## src/rtl/gpio_ctrl.sv

```systemverilog
// GPIO controller on the emesh register bus: atomic output ops, per-pin debounce,
// and edge/level interrupts with a write-1-to-clear latch.
module gpio_ctrl #(
  parameter int N  = 24,
  parameter int AW = 32,
  parameter int PW = 2*AW+40,
  parameter int ID = 0,
  parameter int DW = 8
) (
  input  logic          clk,
  input  logic          nreset,
  input  logic          reg_access,
  input  logic [PW-1:0] reg_packet,
  input  logic [N-1:0]  gpio_in,
  output logic [31:0]   reg_rdata,
  output logic [N-1:0]  gpio_out,
  output logic [N-1:0]  gpio_en,
  output logic          gpio_irq,
  output logic [N-1:0]  gpio_ilat
);

  localparam logic [3:0] A_DIR   = 4'd0;
  localparam logic [3:0] A_OUT   = 4'd1;
  localparam logic [3:0] A_SET   = 4'd2;
  localparam logic [3:0] A_CLR   = 4'd3;
  localparam logic [3:0] A_TOG   = 4'd4;
  localparam logic [3:0] A_IN    = 4'd5;
  localparam logic [3:0] A_IMASK = 4'd6;
  localparam logic [3:0] A_ITYPE = 4'd7;
  localparam logic [3:0] A_IPOL  = 4'd8;
  localparam logic [3:0] A_ILAT  = 4'd9;
  localparam logic [3:0] A_DBEN  = 4'd10;
  localparam logic [3:0] A_DBCNT = 4'd11;

  logic [AW-1:0] dstaddr;
  logic [31:0]   wdata;
  logic [N-1:0]  wd;
  logic [3:0]    idx;
  logic          hit, wr, rd, clr_cnt;
  logic          unused_pkt;

  logic [N-1:0]  dir, out_r, imask, itype, ipol, ilat, dben;
  logic [DW-1:0] dbcnt;
  logic [N-1:0]  sync1, sync, filt, filt_d;
  logic [DW-1:0] cnt [N];
  logic [N-1:0]  irq_set, w1c;
  logic [31:0]   rd_mux;

  assign dstaddr    = reg_packet[AW+7:8];
  assign wdata      = reg_packet[AW+39:AW+8];
  assign wd         = wdata[N-1:0];
  assign idx        = dstaddr[6:3];
  assign hit        = reg_access && (dstaddr[10:8] == 3'(ID));
  assign wr         = hit && reg_packet[0];
  assign rd         = hit && !reg_packet[0];
  assign clr_cnt    = wr && (idx == A_DBEN || idx == A_DBCNT);
  assign unused_pkt = ^reg_packet;

  // Edge mode compares against the previous filtered value; level mode fires every cycle.
  assign irq_set = (itype & ((ipol & filt & ~filt_d) | (~ipol & ~filt & filt_d)))
                 | (~itype & ~(filt ^ ipol));
  assign w1c     = (wr && idx == A_ILAT) ? wd : '0;

  always_comb begin
    rd_mux = '0;
    case (idx)
      A_DIR:   rd_mux = 32'(dir);
      A_OUT:   rd_mux = 32'(out_r);
      A_IN:    rd_mux = 32'(filt);
      A_IMASK: rd_mux = 32'(imask);
      A_ITYPE: rd_mux = 32'(itype);
      A_IPOL:  rd_mux = 32'(ipol);
      A_ILAT:  rd_mux = 32'(ilat);
      A_DBEN:  rd_mux = 32'(dben);
      A_DBCNT: rd_mux = 32'(dbcnt);
      default: rd_mux = '0;
    endcase
  end

  always_ff @(posedge clk or negedge nreset) begin
    if (!nreset) begin
      dir       <= '0;
      out_r     <= '0;
      imask     <= '0;
      itype     <= '0;
      ipol      <= '0;
      ilat      <= '0;
      dben      <= '0;
      dbcnt     <= '0;
      reg_rdata <= '0;
    end else begin
      // set is OR-ed in after the clear so a same-cycle event survives W1C
      ilat <= (ilat & ~w1c) | irq_set;
      if (rd) reg_rdata <= rd_mux;
      if (wr) begin
        case (idx)
          A_DIR:   dir   <= wd;
          A_OUT:   out_r <= wd;
          A_SET:   out_r <= out_r | wd;
          A_CLR:   out_r <= out_r & ~wd;
          A_TOG:   out_r <= out_r ^ wd;
          A_IMASK: imask <= wd;
          A_ITYPE: itype <= wd;
          A_IPOL:  ipol  <= wd;
          A_DBEN:  dben  <= wd;
          A_DBCNT: dbcnt <= wdata[DW-1:0];
          default: ;
        endcase
      end
    end
  end

  always_ff @(posedge clk or negedge nreset) begin
    if (!nreset) begin
      sync1  <= '0;
      sync   <= '0;
      filt   <= '0;
      filt_d <= '0;
      for (int i = 0; i < N; i++) cnt[i] <= '0;
    end else begin
      sync1  <= gpio_in;
      sync   <= sync1;
      filt_d <= filt;
      for (int i = 0; i < N; i++) begin
        if (!dben[i]) begin
          filt[i] <= sync[i];
          cnt[i]  <= '0;
        end else if (clr_cnt || sync[i] == filt[i]) begin
          cnt[i] <= '0;
        end else if (cnt[i] == dbcnt) begin
          filt[i] <= sync[i];
          cnt[i]  <= '0;
        end else begin
          cnt[i] <= cnt[i] + DW'(1);
        end
      end
    end
  end

  assign gpio_out  = out_r;
  assign gpio_en   = dir;
  assign gpio_ilat = ilat;
  assign gpio_irq  = |(ilat & imask);

endmodule

```

## config.mk

```make
export PLATFORM = sky130hd
export DESIGN_NAME = gpio_ctrl
export DESIGN_NICKNAME = d
export VERILOG_FILES = /design/src/rtl/gpio_ctrl.sv
export SDC_FILE = /design/constraint.sdc
export NUM_CORES = 1
export LEC_CHECK = 0
export CELL_PAD_IN_SITES_DETAIL_PLACEMENT = 0
export CELL_PAD_IN_SITES_GLOBAL_PLACEMENT = 1
export CORE_ASPECT_RATIO = 0.5
export CORE_MARGIN = 1.5
export CORE_UTILIZATION = 46
export CTS_CLUSTER_DIAMETER = 200
export DETAILED_ROUTE_END_ITERATION = 16
export HOLD_SLACK_MARGIN = 0.05
export PLACE_DENSITY = 0.81
export SLEW_MARGIN = 5
export SYNTH_ARGS = -nofsm -noshare
export SYNTH_HDL_FRONTEND = slang
export SYNTH_SLANG_ARGS = --single-unit
```

## constraint.sdc

```tcl
create_clock -name clk -period 1.95 [get_ports clk]
set_clock_uncertainty 0.05 [all_clocks]
set_input_delay 0.195 -clock clk [delete_from_list [all_inputs] [get_ports clk]]
set_output_delay 0.195 -clock clk [all_outputs]
set_load 0.01 [all_outputs]
```

==> results.json, run 1 <==
{
  "status": "complete, but fails checks",
  "violations": "negative setup slack",
  "dp_hpwl_um": 53500,
  "fmax_mhz": 431,
  "io_pins": 236,
  "fin_crit_sh_pct": 119,
  "drive_gt1_share_pct": 14.0,
  "ys_seq_elements": 488,
  "dieArea_sq_um": 56000,
  "final_cell_area_sq_um": 31000,
  "register_area_sq_um": 12200,
  "syn-instance-count": 2435,
  "cts_buffers": 47,
  "die_width_um": 333,
  "drcViolationCount": 0,
  "clock-root-buffer": "clkbuf_16",
  "clk_path_buf_depth": 3,
  "critPathLaunchType": "flop",
  "cp_max_fo": 2,
  "drt-pass1-iter-count": 5,
  "rsz0062_at_grt": "yes",
  "hold_viol_final": 0,
  "ant_nets": 0,
  "grt_max_degree": 71,
  "ir_drop_mv": 0.546,
  "drt-initial-drc-count": 1457,
  "avgSynthCellArea_sq_um": 10.3,
  "viasPerCell": 5.51,
  "cp_slowest_cell": "dfrtp_1",
  "min_path_type": "primary input to async pin",
  "area_delta_synth_final_pct": 23.5,
  "period_minus_slack_ns": 2.32,
  "end_kind": "output pin",
  "leakage_uw": 0.0134,
  "num_vias": 19400,
  "antenna_found_initial": 1,
  "relSlewSlack_pct": 47.1,
  "synth.yosys.warnings": 0,
  "clk_latency_ns": 0.57,
  "antenna_cells": 0,
  "synthesis.area_sq_um": 25100,
  "power_uw": 24000,
  "grt_util_all_layers_pct": 26.5,
  "synth_seq_area_share_pct": 48.7,
  "critical_path.cell_chain": "a22oi_2 > buf_4 > nand4_1 > nor2_1 > nand4_1 > buf_2",
  "coreArea_sq_um": 53800,
  "place.gp.congestion": 0.929,
  "cp_num_buf_inv": 2,
  "portBuffers": 155,
  "grt_pass1_vias": 19400,
  "n_fill_cell": 4584,
  "p_per_area_nw_per_um2": 775,
  "tritoncts": "done",
  "nets": 3021,
  "crit_family": "simple AND/OR/NAND/NOR gates",
  "start_util_pct": 46.6,
  "slew_viol_final": 0,
  "grt_pass1_wl_um": 114000,
  "ctsHtreeMaxLevel": 2,
  "yosysUniqueCellTypes": 56,
  "path_clk_slew_ns": 0.07,
  "cts.sinks": 488,
  "cpPeakStageDelay_ns": 0.42,
  "wl_um": 73600,
  "fp.dieH_um": 168,
  "worstSetupPathType": "flop to output pin",
  "worst_ep_required_time_ns": 1.70,
  "multi_input_area_sq_um": 11900,
  "fp-row-count": 60,
  "setup_viol": 1,
  "tightest_slew_ns": 0.791,
  "fin_ws_ns": -0.368,
  "placed_cell_area_sq_um": 29100,
  "overflow": 0,
  "arrival_ns": 2.07,
  "wl_per_cell_um": 20.9,
  "maxCapViolCount": 0,
  "cp_common_cell": "nand4_1"
}
worst register-to-register path: stages (launching register included):
cell and delay (ns):
dfrtp_1 0.42, buf_12 0.27, xnor2_1 0.18, nand4_1 0.10
nor2_1 0.30, a21boi_0 0.16, mux2_2 0.29
Yosys cell counts (all sizes together):
cell type,n,area [sq um]
and4bb,1,12.5
mux2i,25,250
o22ai,13,81.3
a211oi,2,15.0
nor4b,1,15.0
a221o,30,300
or2,3,18.8
and2b,1,7.51
o311ai,1,8.76
or2b,1,7.51
o21ai,180,901
o221ai,2,17.5
conb,1,3.75
nand4,51,319
nor3,5,25.0
a21boi,24,180
a2bb2oi,1,8.76
inv,122,458
a222oi,1,10.0
a22o,27,236
dfrtp,488,12200
a221oi,39,342
o22a,3,26.3
ha,120,1500
buf,84,480
o32ai,3,26.3
nand4b,24,335
nand3,112,561
nor2b,6,37.5
clkbuf,39,146
nand2b,3,18.8
mux2,52,586
xnor2,255,2230
or3,1,6.26
o2bb2ai,1,8.76
xor2,105,920
a21oi,31,155
and3,65,407
nand2,177,664
a22oi,36,270
o21bai,1,7.51
a32oi,11,96.3
and2,8,50.1
mux4,2,45.0
nor2,277,1050
final cells by class:
class                   count  share of cell area (%)
inverters                 122                    1.48
flip-flops and latches    488                    39.5
repair buffers            402                    12.7
clock buffers              65                    4.37
well taps                 713                    2.88
multi-input cells        1709                    38.3
clock inverters            15                   0.784
cell families after synthesis:
| kind of cell | Yosys count | share of synthesized area, % |
|---|---|---|
| compound gates | 406 | 10.7 |
| xor+xnor | 360 | 12.6 |
| fa+ha+maj | 120 | 5.99 |
| buf+inv | 245 | 4.33 |
| flops | 488 | 48.7 |
| mux | 79 | 3.51 |
| other cells | 1 | 0.0150 |
| simple gates | 736 | 14.1 |
power breakdown:
group	leakage, uW	total [uW]	switching (uW)	internal, uW
Combinational	0.00622	3250	1690	1550
Sequential	0.00640	11100	552	10500
Clock	0.000784	9690	4060	5630
Total	0.0134	24000	6310	17700
what timing repair did:
action / CTS / global route
setup buffers: 0 / 1
cloned: 0 / 0
hold endpoints to repair: 511 / 0
resized for setup: 6 / 12
pin swaps: 1 / 0
hold buffers: 24 / 0
endpoints found under the setup margin: 3 / 53
per-stage QoR:
step                      TNS [ns]  std cells  hold WS (ns)  setup WS (ns)  util, %
after floorplan                  0       2442        -0.151          0.260        -
after global placement      -87.63       3409        0.0944         -0.385     54.1
after detailed placement    -99.16       3409        0.0956         -0.472     54.1
after CTS                   -0.369       3513        0.0816         -0.369     57.5
after global routing        -0.387       3514        0.0764         -0.387     57.6
final                       -0.368       3514        0.0856         -0.368     57.6
layout by cell type (no fill, tap or decap), types with 11 or more instances in the layout:
cell type,synthesis,routed
a21boi_0,21,21
a22oi_1,36,35
nand3_1,112,108
buf_12,0,38
a221o_1,30,30
nor2_1,274,272
mux2_2,51,51
dfrtp_1,488,484
clkbuf_8,0,11
buf_4,18,185
clkdlybuf4s50_1,0,146
xor2_1,105,105
a32oi_1,11,11
ha_1,120,120
clkbuf_16,0,47
a22o_1,27,27
a21oi_1,31,31
o21ai_0,177,177
nand4b_2,20,18
and3_1,65,65
a221oi_1,39,39
dlygate4sd3_1,0,24
o22ai_1,13,13
nand2_1,177,177
nand4_1,51,51
mux2i_1,25,25
inv_1,122,122
xnor2_1,255,255
final timing paths:
path                             start  slack (ns)           end  cells past startpoint
min in group clk           gpio_in[18]        0.09     sync1[18]                      1
hold / removal                  nreset        0.09  gpio_out[21]                      2
setup reg to reg              dbcnt[0]        0.07       filt[7]                      6
hold reg to reg              sync1[20]        0.29      sync[20]                      0
setup / recovery              imask[6]       -0.37      gpio_irq                      6
max in group asynchronous       nreset        0.99      cnt[174]                      3
registers in the layout, indices dropped and copies added, names as in the netlist:
name	count
cnt	192
dben	24
filt	24
filt_d	24
gpio_en	24
gpio_ilat	24
gpio_out	24
imask	24
ipol	24
itype	24
reg_rdata	24
sync1	24
sync	24
dbcnt	8
routing by layer:
layer,vias up,part of all wire [%],GRT usage (%)
li1,9008,-,-
met1,9650,46,37.8
met3,125,7.8,6.58
met5,-,0,0
met2,588,44,40.2
met4,0,2.4,7.23
(Power assumes the default switching activity.)
==> run 2: changes to the inputs <==
- CORE_UTILIZATION: 46 -> 47
- CTS_BUF_LIST: unset -> sky130_fd_sc_hd__clkbuf_4
- PLACE_DENSITY: 0.81 -> 0.82
==> run 2 against run 1 <==
  * The flow still finishes with violations (negative setup slack)
  * First-iteration DRC count up 11%
  * Maximum frequency is 9.1% lower
  * Flip-flop and latch count stayed put
  * Worst hold slack better by 0.064 ns
  * Non-clock buffer count rose by 39
  * Sequential power hardly changed
  * Largest cell class unchanged
==> results.json, run 2 (synthesis gave the netlist of run 1 again) <==
{
  "p_clk_share_pct": 36.6,
  "largest_reg_flops": 192,
  "cp_common_cell": "nand4_1",
  "ant_nets": 0,
  "dieArea_sq_um": 54800,
  "stdcell_count": 3669,
  "wl_um": 74300,
  "clock-root-buffer": "clkbuf_4",
  "critPathLaunchType": "flop",
  "rsz0062_at_grt": "yes",
  "min_path_type": "primary input to flop",
  "reg2reg_depth": 7,
  "timing.rr.start": "dbcnt[5]",
  "worst_ep_required_time_ns": 1.70,
  "fin_ws_ns": -0.600,
  "slew_viol_final": 0,
  "n_fill_cell": 4407,
  "r2r-end": "filt[20]",
  "drive_gt1_share_pct": 18.2,
  "io_pins": 236,
  "clk_latency_ns": 0.84,
  "critical_path.cell_chain": "a22oi_2 > nand4_1 > nor2_1 > nand4_1 > buf_2",
  "grt_pass1_vias": 20000,
  "p_seq_share_pct": 48.8,
  "post-place-ws_ns": -0.439,
  "end_kind": "output pin",
  "overflow": 0,
  "p_per_area_nw_per_um2": 722,
  "cp_slowest_cell": "dfrtp_1",
  "maxCapViolCount": 0,
  "area_delta_synth_final_pct": 24.3,
  "fp-row-count": 59,
  "num_vias": 20000,
  "clk_path_buf_depth": 3,
  "tritoncts": "done",
  "portBuffers": 155,
  "leakage_uw": 0.0139,
  "setup_viol": 1,
  "nets": 3127,
  "placed_cell_area_sq_um": 29000,
  "drt-pass1-iter-count": 7,
  "final_cell_area_sq_um": 31200,
  "fp.dieH_um": 166,
  "grt_max_degree": 73,
  "viasPerCell": 5.45,
  "coreArea_sq_um": 52300,
  "antenna_found_initial": 2,
  "tightest_slew_ns": 0.892,
  "final_cell_mix": "469 x dfrtp_1, 262 x nor2_1, 255 x xnor2_1",
  "wl_per_cell_um": 20.2,
  "cp_max_fo": 2,
  "ir_drop_mv": 0.335,
  "place.gp.congestion": 0.940,
  "ctsHtreeMaxLevel": 3,
  "min_to": "gpio_ilat[2]",
  "dp_hpwl_um": 52000,
  "cpPeakStageDelay_ns": 0.43,
  "grt_pass1_wl_um": 115000,
  "hold_path_depth": 3,
  "combPwrFrac_pct": 14.6,
  "grt_util_all_layers_pct": 27.4,
  "worstSetupPathType": "flop to output pin",
  "arrival_ns": 2.30,
  "start_util_pct": 47.9,
  "fin_crit_sh_pct": 131,
  "violations": "negative setup slack",
  "path_clk_slew_ns": 0.07,
  "drcViolationCount": 0,
  "fmax_mhz": 392,
  "period_minus_slack_ns": 2.55,
  "multi_input_area_sq_um": 11900,
  "register_area_sq_um": 12200,
  "dp.cells": 3380,
  "swShare_pct": 28.9,
  "rrSetupSlack_ns": 0.07,
  "status": "complete, but fails checks",
  "cts_buffers": 114,
  "final_common_cell": "dfrtp_1",
  "cts.sinks": 488,
  "power_switching_uw": 6490,
  "regMostFlops": "cnt",
  "die_width_um": 330,
  "cell_internal_pwr_uw": 16000,
  "drt-initial-drc-count": 1615,
  "relSlewSlack_pct": 40.3,
  "hold_viol_final": 0,
  "worstHoldStart": "reg_packet[42]"
}
==> run 2: final cells by class <==
class,instances,share of cell area (%)
Antenna cell,4,0.0321
Tap cell,701,2.82
Sequential cell,488,39.3
Multi-Input combinational cell,1709,38.2
Timing Repair Buffer,441,13.6
Clock buffer,163,3.93
Clock inverter,41,0.635
Inverter,122,1.47
==> run 2: what timing repair did <==
| item | 4_1_cts | 5_1_grt |
|---|---|---|
| pin swaps | 3 | 2 |
| hold endpoints to repair | 555 | 0 |
| gates cloned | 0 | 1 |
| setup endpoints to repair | 97 | 72 |
| buffers inserted | 26 | 2 |
| resized for setup | 144 | 28 |
| hold buffers | 52 | 0 |
==> run 2: how the worst max path moves through the flow <==
stage,from,end,slack [ns],depth (start not counted)
final,gpio_ilat[6],gpio_irq,-0.60,5
after global routing,gpio_ilat[6],gpio_irq,-0.65,5
after global placement,reg_packet[17],filt[19],-0.35,7
after floorplan,reg_packet[17],filt[0],0.26,7
after CTS,gpio_ilat[6],gpio_irq,-0.61,5
after detailed placement,reg_packet[17],filt[21],-0.44,7
==> run 2: power by group through the flow <==
stage	Clock (uW)	Sequential, uW	Combinational (uW)
after global routing	8960	11000	3580
final	8220	11000	3280
after global placement	0	11200	3040
after floorplan	0	11100	1470
after detailed placement	0	11200	3100
after CTS	8420	11000	3220
==> run 2: worst max-delay path: cells and delay by family, from the launching register on <==
family,cells,cell delay (ns)
flip-flops,1,0.43
buffers and inverters,1,0.22
AND/OR/NAND/NOR,3,0.58
AO/OA/AOI/OAI,1,0.26
==> run 2: layer usage <==
metal  part of all wire [%]  GRT usage (%)
met5                  0.018              0
met4                    3.2           9.35
met2                     44           41.0
met1                     45           39.3
met3                    7.7           6.09
==> run 2: through the flow <==
step / setup TNS, ns / hold slack [ns] / util, % / power, uW
2_1_floorplan: 0 / -0.151 / - / 12500
6_report: -0.600 / 0.149 / 59.5 / 22500
5_1_grt: -0.654 / 0.114 / 59.5 / 23600
3_5_place_dp: -97.43 / 0.0511 / 55.4 / 14300
4_1_cts: -0.608 / 0.0631 / 59.3 / 22600
3_3_place_gp: -77.82 / 0.0457 / 55.4 / 14200
==> run 3: changes to the inputs <==
- RECOVER_POWER: unset -> 50
==> run 3 against run 2 <==
  * The run still ends with negative setup slack left
  * Worst hold slack got worse by 0.0023 ns
  * Cell count hardly changed
  * Clock power hardly changed
  * Critical path depth stayed put
  * Global-route usage did not move
  * Maximum frequency rose by 0.40%
  * Die area unchanged
  * Setup slack better by 0.010 ns
  * Critical endpoint unchanged
  * Via count up 0.33%
  * Combinational power decreased by 1%
  * Power down 0.16%
==> results.json, run 3 (synthesis gave the netlist of run 1 again) <==
{
  "crit_family": "simple AND/OR/NAND/NOR gates",
  "critPathLaunchType": "flop",
  "clock-root-buffer": "clkbuf_4",
  "tightest_slew_ns": 0.890,
  "relSlewSlack_pct": 40.4,
  "rrSetupSlack_ns": 0.05,
  "final_core_util_pct": 59.3,
  "nets": 3127,
  "antenna_found_initial": 2,
  "cts.sinks": 488,
  "fin_ws_ns": -0.590,
  "fp-row-count": 59,
  "grt_pass1_wl_um": 115000,
  "clk_latency_ns": 0.84,
  "cts_buffers": 114,
  "largest_reg_flops": 192,
  "place.gp.congestion": 0.940,
  "combPwrFrac_pct": 14.4,
  "register_area_sq_um": 12200,
  "final_common_cell": "dfrtp_1",
  "viasPerCell": 5.47,
  "maxCapViolCount": 0,
  "cp_common_cell": "nand4_1",
  "leakage_uw": 0.0139,
  "worst_ep_required_time_ns": 1.70,
  "placed_cell_area_sq_um": 29000,
  "p_per_area_nw_per_um2": 723,
  "final_cell_mix": "469 x dfrtp_1, 262 x nor2_1, 255 x xnor2_1",
  "p_seq_share_pct": 48.9,
  "final_cell_area_sq_um": 31000,
  "wl_um": 74400,
  "rsz0062_at_grt": "yes",
  "cpPeakStageDelay_ns": 0.43,
  "slew_viol_final": 0,
  "reg2reg_depth": 7,
  "setup_viol": 102,
  "dp.cells": 3380,
  "cp_max_fo": 2,
  "area_delta_synth_final_pct": 23.9,
  "io_pins": 236,
  "multi_input_area_sq_um": 11900,
  "p_clk_share_pct": 36.6,
  "timing.rr.start": "dbcnt[5]",
  "grt_pass1_vias": 20000,
  "min_to": "gpio_ilat[2]",
  "critical_path.cell_chain": "a22oi_2 > nand4_1 > nor2_1 > nand4_1 > buf_2",
  "drt-pass1-iter-count": 8,
  "dp_hpwl_um": 52000,
  "arrival_ns": 2.29,
  "drive_gt1_share_pct": 18.1,
  "path_clk_slew_ns": 0.07,
  "clk_path_buf_depth": 3,
  "portBuffers": 155,
  "die_width_um": 330,
  "grt_max_degree": 73,
  "fin_crit_sh_pct": 130,
  "n_fill_cell": 4422,
  "period_minus_slack_ns": 2.54,
  "min_path_type": "primary input to flop",
  "violations": "negative setup slack",
  "status": "complete, but fails checks",
  "regMostFlops": "cnt",
  "ant_nets": 0,
  "fp.dieH_um": 166,
  "num_vias": 20100,
  "drcViolationCount": 0,
  "post-place-ws_ns": -0.439,
  "wl_per_cell_um": 20.3,
  "stdcell_count": 3668,
  "cp_slowest_cell": "dfrtp_1",
  "dieArea_sq_um": 54800,
  "cell_internal_pwr_uw": 16000,
  "worstHoldStart": "reg_packet[42]",
  "worstSetupPathType": "flop to output pin",
  "end_kind": "output pin",
  "hold_viol_final": 0,
  "ctsHtreeMaxLevel": 3,
  "overflow": 0,
  "tritoncts": "done",
  "swShare_pct": 28.9,
  "power_switching_uw": 6490,
  "cp_num_buf_inv": 1,
  "r2r-end": "filt[5]",
  "drt-initial-drc-count": 1602,
  "setup_tns_ns": -6.95,
  "coreArea_sq_um": 52300,
  "grt_util_all_layers_pct": 27.4,
  "start_util_pct": 47.9,
  "hold_path_depth": 3,
  "fmax_mhz": 394,
  "ir_drop_mv": 0.339
}
-- run 3: cell types whose count changed in the layout (fill, tap and decap cells not counted), sizes merged --
cell,previous run,this run
buf,241,233
clkbuf,168,176
clkdlybuf4s50,55,31
diode,4,3
dlygate4sd3,51,75
-- run 3: power by group through the flow --
stage / registers [uW] / logic, uW / clock network [uW]
floorplan: 11100 / 1470 / 0
CTS: 11000 / 3220 / 8420
global placement: 11200 / 3040 / 0
finish: 11000 / 3240 / 8220
detailed placement: 11200 / 3100 / 0
global route: 11000 / 3540 / 8960
-- run 3: cell type report --
class                      count  share of cell area, %
antenna                        3                 0.0242
clock buffer                 163                   3.94
clock inverter                41                  0.637
inverter                     122                   1.47
multi-input combinational   1709                   38.3
sequential                   488                   39.4
tap                          701                   2.82
timing repair buffer         441                   13.4
-- run 3: metal layers --
layer / global-route usage (%) / vias to the layer above / routed length, um
met4: 9.35 / 2 / 2500
met3: 6.09 / 178 / 5650
li1: - / 9303 / -
met2: 41.0 / 704 / 32500
met5: 0 / - / 13
met1: 39.3 / 9865 / 33700
-- run 3: metrics by stage --
step / hold slack, ns / total power [uW]
floorplan: -0.151 / 12500
global placement: 0.0457 / 14200
detailed placement: 0.0511 / 14300
CTS: 0.0631 / 22600
global route: 0.114 / 23500
finish: 0.147 / 22400
-- run 3: worst max path at each step --
stage	start	to	cells past startpoint
6_report	gpio_ilat[6]	gpio_irq	5
5_1_grt	gpio_ilat[6]	gpio_irq	5
4_1_cts	gpio_ilat[6]	gpio_irq	5
3_5_place_dp	reg_packet[17]	filt[21]	7
3_3_place_gp	reg_packet[17]	filt[19]	7
2_1_floorplan	reg_packet[17]	filt[0]	7
-- run 3: worst register-to-register path, stage by stage, from the launching register on --
cell and delay [ns]:
dfrtp_1 0.45, buf_12 0.20, buf_12 0.16, xnor2_1 0.19
nand4_1 0.13, nor2_2 0.20, a21boi_0 0.13, mux2_2 0.28
-- run 3: repair_timing --
action                                  4_1_cts  5_1_grt
endpoints found under the hold margin       555        0
resized for setup                           144       28
setup buffers                                26        2
hold buffers                                 52        0
gates cloned                                  0        1
endpoints found under the setup margin       97       72
pin swaps                                     3        2
